--- src/rtl/dlx_mem_arbiter.sv ---
// rtl/dlx_mem_arbiter.sv - shares one memory port between DLX fetch and data ports (optional starvation guard: ARB_STARVE_GUARD_EN)
module dlx_mem_arbiter #(
  parameter int ADDR_W     = 32,
  parameter int DATA_W     = 64,
  parameter int TIMEOUT    = 64,
  parameter int STARVE_MAX = 4
) (
  input  logic              i_clk,
  input  logic              i_rst,
  input  logic [ADDR_W-1:0] i_if_addr,
  input  logic              i_if_issue,
  output logic              o_if_ready,
  output logic [DATA_W-1:0] o_if_rdata,
  input  logic [ADDR_W-1:0] i_d_addr,
  input  logic              i_d_issue,
  input  logic              i_d_rnw,
  input  logic [DATA_W-1:0] i_d_wdata,
  output logic              o_d_ready,
  output logic [DATA_W-1:0] o_d_rdata,
  output logic [ADDR_W-1:0] o_mem_addr,
  output logic              o_mem_issue,
  output logic              o_mem_rnw,
  output logic [DATA_W-1:0] o_mem_wdata,
  input  logic              i_mem_ready,
  input  logic [DATA_W-1:0] i_mem_rdata,
  output logic              o_busy,
  output logic              o_err_timeout
);

  // Timeout counter only ever needs to reach TIMEOUT-1, where it aborts.
  localparam int TW = $clog2(TIMEOUT);
  localparam logic [TW-1:0] TO_LAST = TW'(TIMEOUT - 1);

  // A zero-cycle timeout or a zero starvation budget makes no sense.
  if (TIMEOUT < 2 || STARVE_MAX < 1) begin : g_param_check
    $error("dlx_mem_arbiter: TIMEOUT must be >= 2 and STARVE_MAX >= 1");
  end

  typedef enum logic [2:0] {
    S_IDLE,
    S_WAIT_IF,
    S_WAIT_D,
    S_RESP_IF,
    S_RESP_D
  } state_t;

  state_t            r_state;
  state_t            w_state_nxt;
  logic [TW-1:0]     r_tcnt;
  logic [TW-1:0]     w_tcnt_nxt;
  logic [ADDR_W-1:0] r_addr;
  logic [ADDR_W-1:0] w_addr_nxt;
  logic              r_rnw;
  logic              w_rnw_nxt;
  logic [DATA_W-1:0] r_wdata;
  logic [DATA_W-1:0] w_wdata_nxt;
  logic [DATA_W-1:0] r_if_rdata;
  logic [DATA_W-1:0] w_if_rdata_nxt;
  logic [DATA_W-1:0] r_d_rdata;
  logic [DATA_W-1:0] w_d_rdata_nxt;
  logic              r_err;
  logic              w_err_nxt;

  logic              w_grant_any;
  logic              w_grant_if;
  logic [DATA_W-1:0] w_resp_data;

  assign w_grant_any = (r_state == S_IDLE) && (i_if_issue || i_d_issue);

  // An aborted transaction returns all-ones instead of whatever is on the bus.
  assign w_resp_data = i_mem_ready ? i_mem_rdata : {DATA_W{1'b1}};

`ifdef ARB_STARVE_GUARD_EN
  localparam int SW = $clog2(STARVE_MAX + 1);
  localparam logic [SW-1:0] STARVE_TOP = SW'(STARVE_MAX);

  logic [SW-1:0] r_starve;
  logic [SW-1:0] w_starve_nxt;

  // Fetch wins a tie only once STARVE_MAX data grants have passed it by.
  always_comb begin
    w_grant_if = i_if_issue && (!i_d_issue || (r_starve == STARVE_TOP));
  end

  // Count data grants that overtook a waiting fetch; saturate, clear on fetch grant.
  always_comb begin
    w_starve_nxt = r_starve;
    if (w_grant_any) begin
      if (w_grant_if) begin
        w_starve_nxt = '0;
      end else if (i_if_issue && (r_starve != STARVE_TOP)) begin
        w_starve_nxt = r_starve + 1'b1;
      end
    end
  end

  // Starve counter register.
  always_ff @(posedge i_clk) begin
    if (i_rst) begin
      r_starve <= '0;
    end else begin
      r_starve <= w_starve_nxt;
    end
  end
`else
  // Strict fixed priority: data port always wins a tie.
  always_comb begin
    w_grant_if = i_if_issue && !i_d_issue;
  end
`endif

  // Next-state and datapath update for the single outstanding transaction.
  always_comb begin
    w_state_nxt    = r_state;
    w_tcnt_nxt     = r_tcnt;
    w_addr_nxt     = r_addr;
    w_rnw_nxt      = r_rnw;
    w_wdata_nxt    = r_wdata;
    w_if_rdata_nxt = r_if_rdata;
    w_d_rdata_nxt  = r_d_rdata;
    w_err_nxt      = r_err;
    case (r_state)
      S_IDLE: begin
        if (w_grant_any) begin
          w_tcnt_nxt = '0;
          if (w_grant_if) begin
            // Fetches are always reads; keep the write bus quiet.
            w_addr_nxt  = i_if_addr;
            w_rnw_nxt   = 1'b1;
            w_wdata_nxt = '0;
            w_state_nxt = S_WAIT_IF;
          end else begin
            w_addr_nxt  = i_d_addr;
            w_rnw_nxt   = i_d_rnw;
            w_wdata_nxt = i_d_wdata;
            w_state_nxt = S_WAIT_D;
          end
        end
      end
      S_WAIT_IF, S_WAIT_D: begin
        if (i_mem_ready || (r_tcnt == TO_LAST)) begin
          // A late answer on the very last allowed cycle still counts as a completion.
          if (!i_mem_ready) begin
            w_err_nxt = 1'b1;
          end
          if (r_state == S_WAIT_IF) begin
            w_if_rdata_nxt = w_resp_data;
            w_state_nxt    = S_RESP_IF;
          end else begin
            w_d_rdata_nxt  = w_resp_data;
            w_state_nxt    = S_RESP_D;
          end
        end else begin
          w_tcnt_nxt = r_tcnt + 1'b1;
        end
      end
      S_RESP_IF, S_RESP_D: begin
        // Requests are ignored here, guaranteeing an idle memory cycle between transactions.
        w_tcnt_nxt  = '0;
        w_state_nxt = S_IDLE;
      end
      default: begin
        w_tcnt_nxt  = '0;
        w_state_nxt = S_IDLE;
      end
    endcase
  end

  // State and datapath registers; reset silently drops any transaction in flight.
  always_ff @(posedge i_clk) begin
    if (i_rst) begin
      r_state    <= S_IDLE;
      r_tcnt     <= '0;
      r_addr     <= '0;
      r_rnw      <= 1'b0;
      r_wdata    <= '0;
      r_if_rdata <= '0;
      r_d_rdata  <= '0;
      r_err      <= 1'b0;
    end else begin
      r_state    <= w_state_nxt;
      r_tcnt     <= w_tcnt_nxt;
      r_addr     <= w_addr_nxt;
      r_rnw      <= w_rnw_nxt;
      r_wdata    <= w_wdata_nxt;
      r_if_rdata <= w_if_rdata_nxt;
      r_d_rdata  <= w_d_rdata_nxt;
      r_err      <= w_err_nxt;
    end
  end

  assign o_mem_issue   = (r_state == S_WAIT_IF) || (r_state == S_WAIT_D);
  assign o_if_ready    = (r_state == S_RESP_IF);
  assign o_d_ready     = (r_state == S_RESP_D);
  assign o_busy        = (r_state != S_IDLE);
  assign o_mem_addr    = r_addr;
  assign o_mem_rnw     = r_rnw;
  assign o_mem_wdata   = r_wdata;
  assign o_if_rdata    = r_if_rdata;
  assign o_d_rdata     = r_d_rdata;
  assign o_err_timeout = r_err;

endmodule

--- config.mk ---
export PLATFORM = sky130hd
export DESIGN_NAME = dlx_mem_arbiter
export DESIGN_NICKNAME = d
export VERILOG_FILES = /design/src/rtl/dlx_mem_arbiter.sv
export SDC_FILE = /design/constraint.sdc
export NUM_CORES = 1
export LEC_CHECK = 0
export ABC_CLOCK_PERIOD_IN_PS = 1700
export BUFFER_PORTS_ARGS = -buffer_cell sky130_fd_sc_hd__buf_2
export CAP_MARGIN = 20
export CELL_PAD_IN_SITES_DETAIL_PLACEMENT = 0
export CELL_PAD_IN_SITES_GLOBAL_PLACEMENT = 1
export CORE_UTILIZATION = 30
export DETAILED_ROUTE_END_ITERATION = 7
export MAX_ROUTING_LAYER = met4
export PLACE_DENSITY = 0.76
export REMOVE_ABC_BUFFERS = 1
export SETUP_SLACK_MARGIN = 0.2
export SLEW_MARGIN = 20
export SYNTH_ARGS = -nofsm -noshare
export SYNTH_HDL_FRONTEND = slang
export SYNTH_SLANG_ARGS = --single-unit
--- constraint.sdc ---
create_clock -name i_clk -period 1.7 [get_ports i_clk]
set_input_delay 0.17 -clock i_clk [delete_from_list [all_inputs] [get_ports i_clk]]
set_output_delay 0.17 -clock i_clk [all_outputs]
set_load 0.01 [all_outputs]
==> flow_results.xml <==
<?xml version="1.0" encoding="UTF-8"?>
<metrics>
  <group name="status">
    <metric name="run_status" unit="">finished, final reports clean</metric>
  </group>
  <group name="route">
    <metric name="via_count" unit="">8732</metric>
    <metric name="drt-initial-drc-count" unit="">431</metric>
    <metric name="antenna_nets_post_route" unit="">0</metric>
    <metric name="route.detailed.drc" unit="">0</metric>
    <metric name="detail_route.first_pass.iterations" unit="">5</metric>
    <metric name="drt-vias-per-instance" unit="">4.96</metric>
    <metric name="routedWlPerCell" unit="um">19.6</metric>
    <metric name="drt_wl_total" unit="um">34500</metric>
  </group>
  <group name="cells_and_area">
    <metric name="layout-area-overhead-vs-synth" unit="%">80.0</metric>
    <metric name="fraction_of_layout_cells_with_a_size_suffix_above_1" unit="%">53.5</metric>
    <metric name="num-nets-final" unit="">1561</metric>
    <metric name="postLayoutCoreUtil" unit="%">55.0</metric>
    <metric name="final_cell_area" unit="um2">15300</metric>
  </group>
  <group name="sta">
    <metric name="hold_viol" unit="">0</metric>
    <metric name="finalCritPeriodShare" unit="%">96.5</metric>
    <metric name="max_slew_violation_count" unit="">0</metric>
    <metric name="maxClockFrequency" unit="MHz">610</metric>
    <metric name="clock-skew-final" unit="ns">0.0337</metric>
    <metric name="timing.final.setup_violations" unit="">0</metric>
    <metric name="final.hold.worst_slack" unit="ns">0.0261</metric>
    <metric name="totalNegativeSetupSlack" unit="ns">0</metric>
    <metric name="tightestPinTransition" unit="ns">0.473</metric>
    <metric name="time_the_worst_path_needs_with_i_o_delays_and_setup" unit="ns">1.64</metric>
    <metric name="grt_setup_unrepaired" unit="">true</metric>
    <metric name="relSlewSlack" unit="%">68.5</metric>
  </group>
  <group name="yosys">
    <metric name="syn_avg_cell_area" unit="um2">11.6</metric>
    <metric name="synth-edff-count" unit="">0</metric>
    <metric name="synth_compound_area_share" unit="%">26.9</metric>
    <metric name="synth_seq_area_share" unit="%">55.4</metric>
    <metric name="ys_top_cells_by_area" unit="">dfxtp_1 55%, o221a_2 15%, a22oi_1 5.7%</metric>
    <metric name="largest_family_of_logic_cells_by_synthesized_area" unit="">compound AO/OA/AOI/OAI gates</metric>
    <metric name="synth_fa_ha_area_share" unit="%">0.147</metric>
    <metric name="synth_cells" unit="">732</metric>
    <metric name="yosysWarningCount" unit="">0</metric>
    <metric name="post_synth_xor_area_fraction" unit="%">0.103</metric>
    <metric name="synth_mux_area_share" unit="%">3.91</metric>
    <metric name="synth.ff_latch_count" unit="">235</metric>
    <metric name="count_of_cell_types_in_the_netlist" unit="">45</metric>
    <metric name="main_flop_type_after_synthesis" unit="">dfxtp_1</metric>
    <metric name="synth_simple_gate_area_share" unit="%">7.02</metric>
    <metric name="synth_top_area_share" unit="%">55.4</metric>
    <metric name="postSynth.asyncResetShare" unit="%">0</metric>
    <metric name="syn_area" unit="um2">8490</metric>
    <metric name="synth.largest_area_cell" unit="">dfxtp_1</metric>
  </group>
  <group name="clock_tree">
    <metric name="insertion_delay" unit="ns">0.55</metric>
    <metric name="clkSinkCount" unit="">235</metric>
    <metric name="cts_tree" unit="">done</metric>
    <metric name="number_of_buffers_added_by_the_clock_tree_synthesis_step" unit="">27</metric>
    <metric name="worst_setup_hold_path_clk_slew" unit="ns">0.06</metric>
    <metric name="clockBufferDepth" unit="">3</metric>
    <metric name="clk_root_buf" unit="">clkbuf_16</metric>
    <metric name="h-tree-depth" unit="">1</metric>
  </group>
  <group name="die">
    <metric name="rows" unit="">61</metric>
    <metric name="core_area" unit="um2">27800</metric>
    <metric name="start_util" unit="%">30.5</metric>
    <metric name="fp.dieW" unit="um">170</metric>
    <metric name="floorplan.die.height" unit="um">170</metric>
    <metric name="full_die_area" unit="um2">29000</metric>
    <metric name="floorplan.io_pins" unit="">428</metric>
  </group>
  <group name="critical_path">
    <metric name="cp_data_arrival_time" unit="ns">2.09</metric>
    <metric name="worstSetupPathType" unit="">reg -&gt; reg</metric>
    <metric name="start_kind" unit="">flop</metric>
    <metric name="timing.critical_path.required" unit="ns">2.15</metric>
    <metric name="worst_path_fanout_max" unit="">7</metric>
    <metric name="crit_path_end_kind" unit="">flop</metric>
  </group>
  <group name="hold_path">
    <metric name="worstHoldPathType" unit="">in -&gt; reg</metric>
  </group>
  <group name="grt">
    <metric name="grt_overflow_total" unit="">0</metric>
    <metric name="grt.total_usage" unit="%">21.0</metric>
    <metric name="grt_start_max_net_pins" unit="">85</metric>
    <metric name="grt_antenna_before_repair" unit="">1</metric>
    <metric name="grt_pass1_wl" unit="um">46700</metric>
    <metric name="first_global_vias" unit="">8353</metric>
  </group>
  <group name="flow_run">
    <metric name="max_cap_viol_count" unit="">0</metric>
  </group>
  <group name="pwr">
    <metric name="cellInternalPower" unit="W">0.0110</metric>
    <metric name="pwr_density_cell" unit="nW/um2">990</metric>
    <metric name="seq_power_share" unit="%">40.6</metric>
    <metric name="netSwitchingPower" unit="W">0.00416</metric>
    <metric name="worst_ir_drop_vdd" unit="mV">0.698</metric>
    <metric name="power.leakage" unit="nW">7.08</metric>
    <metric name="p_sw_share" unit="%">27.5</metric>
    <metric name="post-layout-total-power" unit="W">0.0151</metric>
    <metric name="proportion_of_power_drawn_by_the_clock_network" unit="%">37.6</metric>
    <metric name="p_comb_share" unit="%">21.8</metric>
  </group>
  <group name="placement">
    <metric name="gp_routability_congestion" unit="">0.779</metric>
    <metric name="port-buffer-count" unit="">427</metric>
    <metric name="place_area" unit="um2">11000</metric>
    <metric name="hpwlAfterDp" unit="um">19900</metric>
  </group>
</metrics>
cell families after synthesis:
| kind of cell | count (synthesis) |
|---|---|
| xor gates and xnor gates | 1 |
| DFF | 235 |
| muxes | 33 |
| adders and majority gates | 1 |
| AOI/OAI and AO/OA | 243 |
| and+or+nand+nor | 135 |
| buffers and inverters | 84 |
through the flow:
| step | cells | setup WS [ns] |
|---|---|---|
| final | 1761 | 0.0601 |
| after global routing | 1761 | 0.0265 |
| after CTS | 1732 | 0.0717 |
| after detailed placement | 1484 | 0.0321 |
| after global placement | 1484 | 0.0856 |
| after floorplan | 652 | -1.47 |
flip-flops by register name, summed over array words and instances (netlist names):
signal	count
o_d_rdata	64
o_err_timeout	1
o_if_rdata	64
o_mem_addr	32
o_mem_rnw	1
o_mem_wdata	64
r_state	3
r_tcnt	6
placed cells by master (no fill, tap or decap), types with 32 or more instances in the layout:
cell type,n
a22oi_1,63
buf_2,422
o221a_2,63
dlygate4sd3_1,171
a211oi_2,32
nor2_1,92
dfxtp_1,226
o221a_4,47
clkbuf_16,36
mux2i_1,32
Yosys cell counts, drive strengths merged, types with 2 or more instances:
cell type / n
buf: 34
nor3: 7
a31oi: 2
and2: 2
a21oi: 5
dfxtp: 235
nand3: 3
clkbuf: 43
mux2i: 32
o21bai: 2
nor2: 103
inv: 3
dlygate4sd1: 3
nand2: 6
o221a: 128
a22oi: 64
o21ai: 5
or3: 4
a211oi: 33
power groups by stage:
stage	combinational [W]	sequential [W]	clock, W
4_1_cts	0.00280	0.00611	0.00579
3_3_place_gp	0.00211	0.00621	0
2_1_floorplan	0.000829	0.00639	0
5_1_grt	0.00348	0.00619	0.00605
6_report	0.00329	0.00614	0.00569
3_5_place_dp	0.00212	0.00622	0
final cells by class:
type                    count  area, um2
diodes                      1       2.50
flip-flops and latches    235       4720
multi-input cells         413       3980
inverters                   4       17.5
fillers                  2358      12500
clock inverters             7       66.3
well taps                 378        473
repair buffers            681       5200
clock buffers              42        812
layer usage:
layer / wire, um / track usage (%)
met1: 13700 / 24.5
met2: 17500 / 36.1
met3: 2390 / 4.35
met4: 952 / 6.42
met5: 0 / -
critical path, stage by stage (launching register included):
cell	delay (ns)
dfxtp_2	0.32
and4_4	0.19
a21o_4	0.22
and4bb_4	0.27
buf_12	0.15
buf_16	0.12
o221a_2	0.26
what timing repair did:
action / 4_1_cts / 5_1_grt
hold buffers: 171 / 0
buffers inserted: 19 / 16
cloned: 9 / 12
gates resized for setup: 44 / 108
endpoints found under the hold margin: 216 / 0
setup endpoints to repair: 231 / 218
pin swaps: 10 / 20
final timing paths:
check	start	end	slack, ns	cells after the start
max reg2reg	r_tcnt[5]	o_if_rdata[37]	0.06	6
min reg2reg	r_tcnt[1]	r_tcnt[1]	0.48	2
max	r_tcnt[5]	o_if_rdata[37]	0.06	6
min	i_d_addr[29]	o_mem_addr[29]	0.03	3
(Power assumes the default switching activity.)
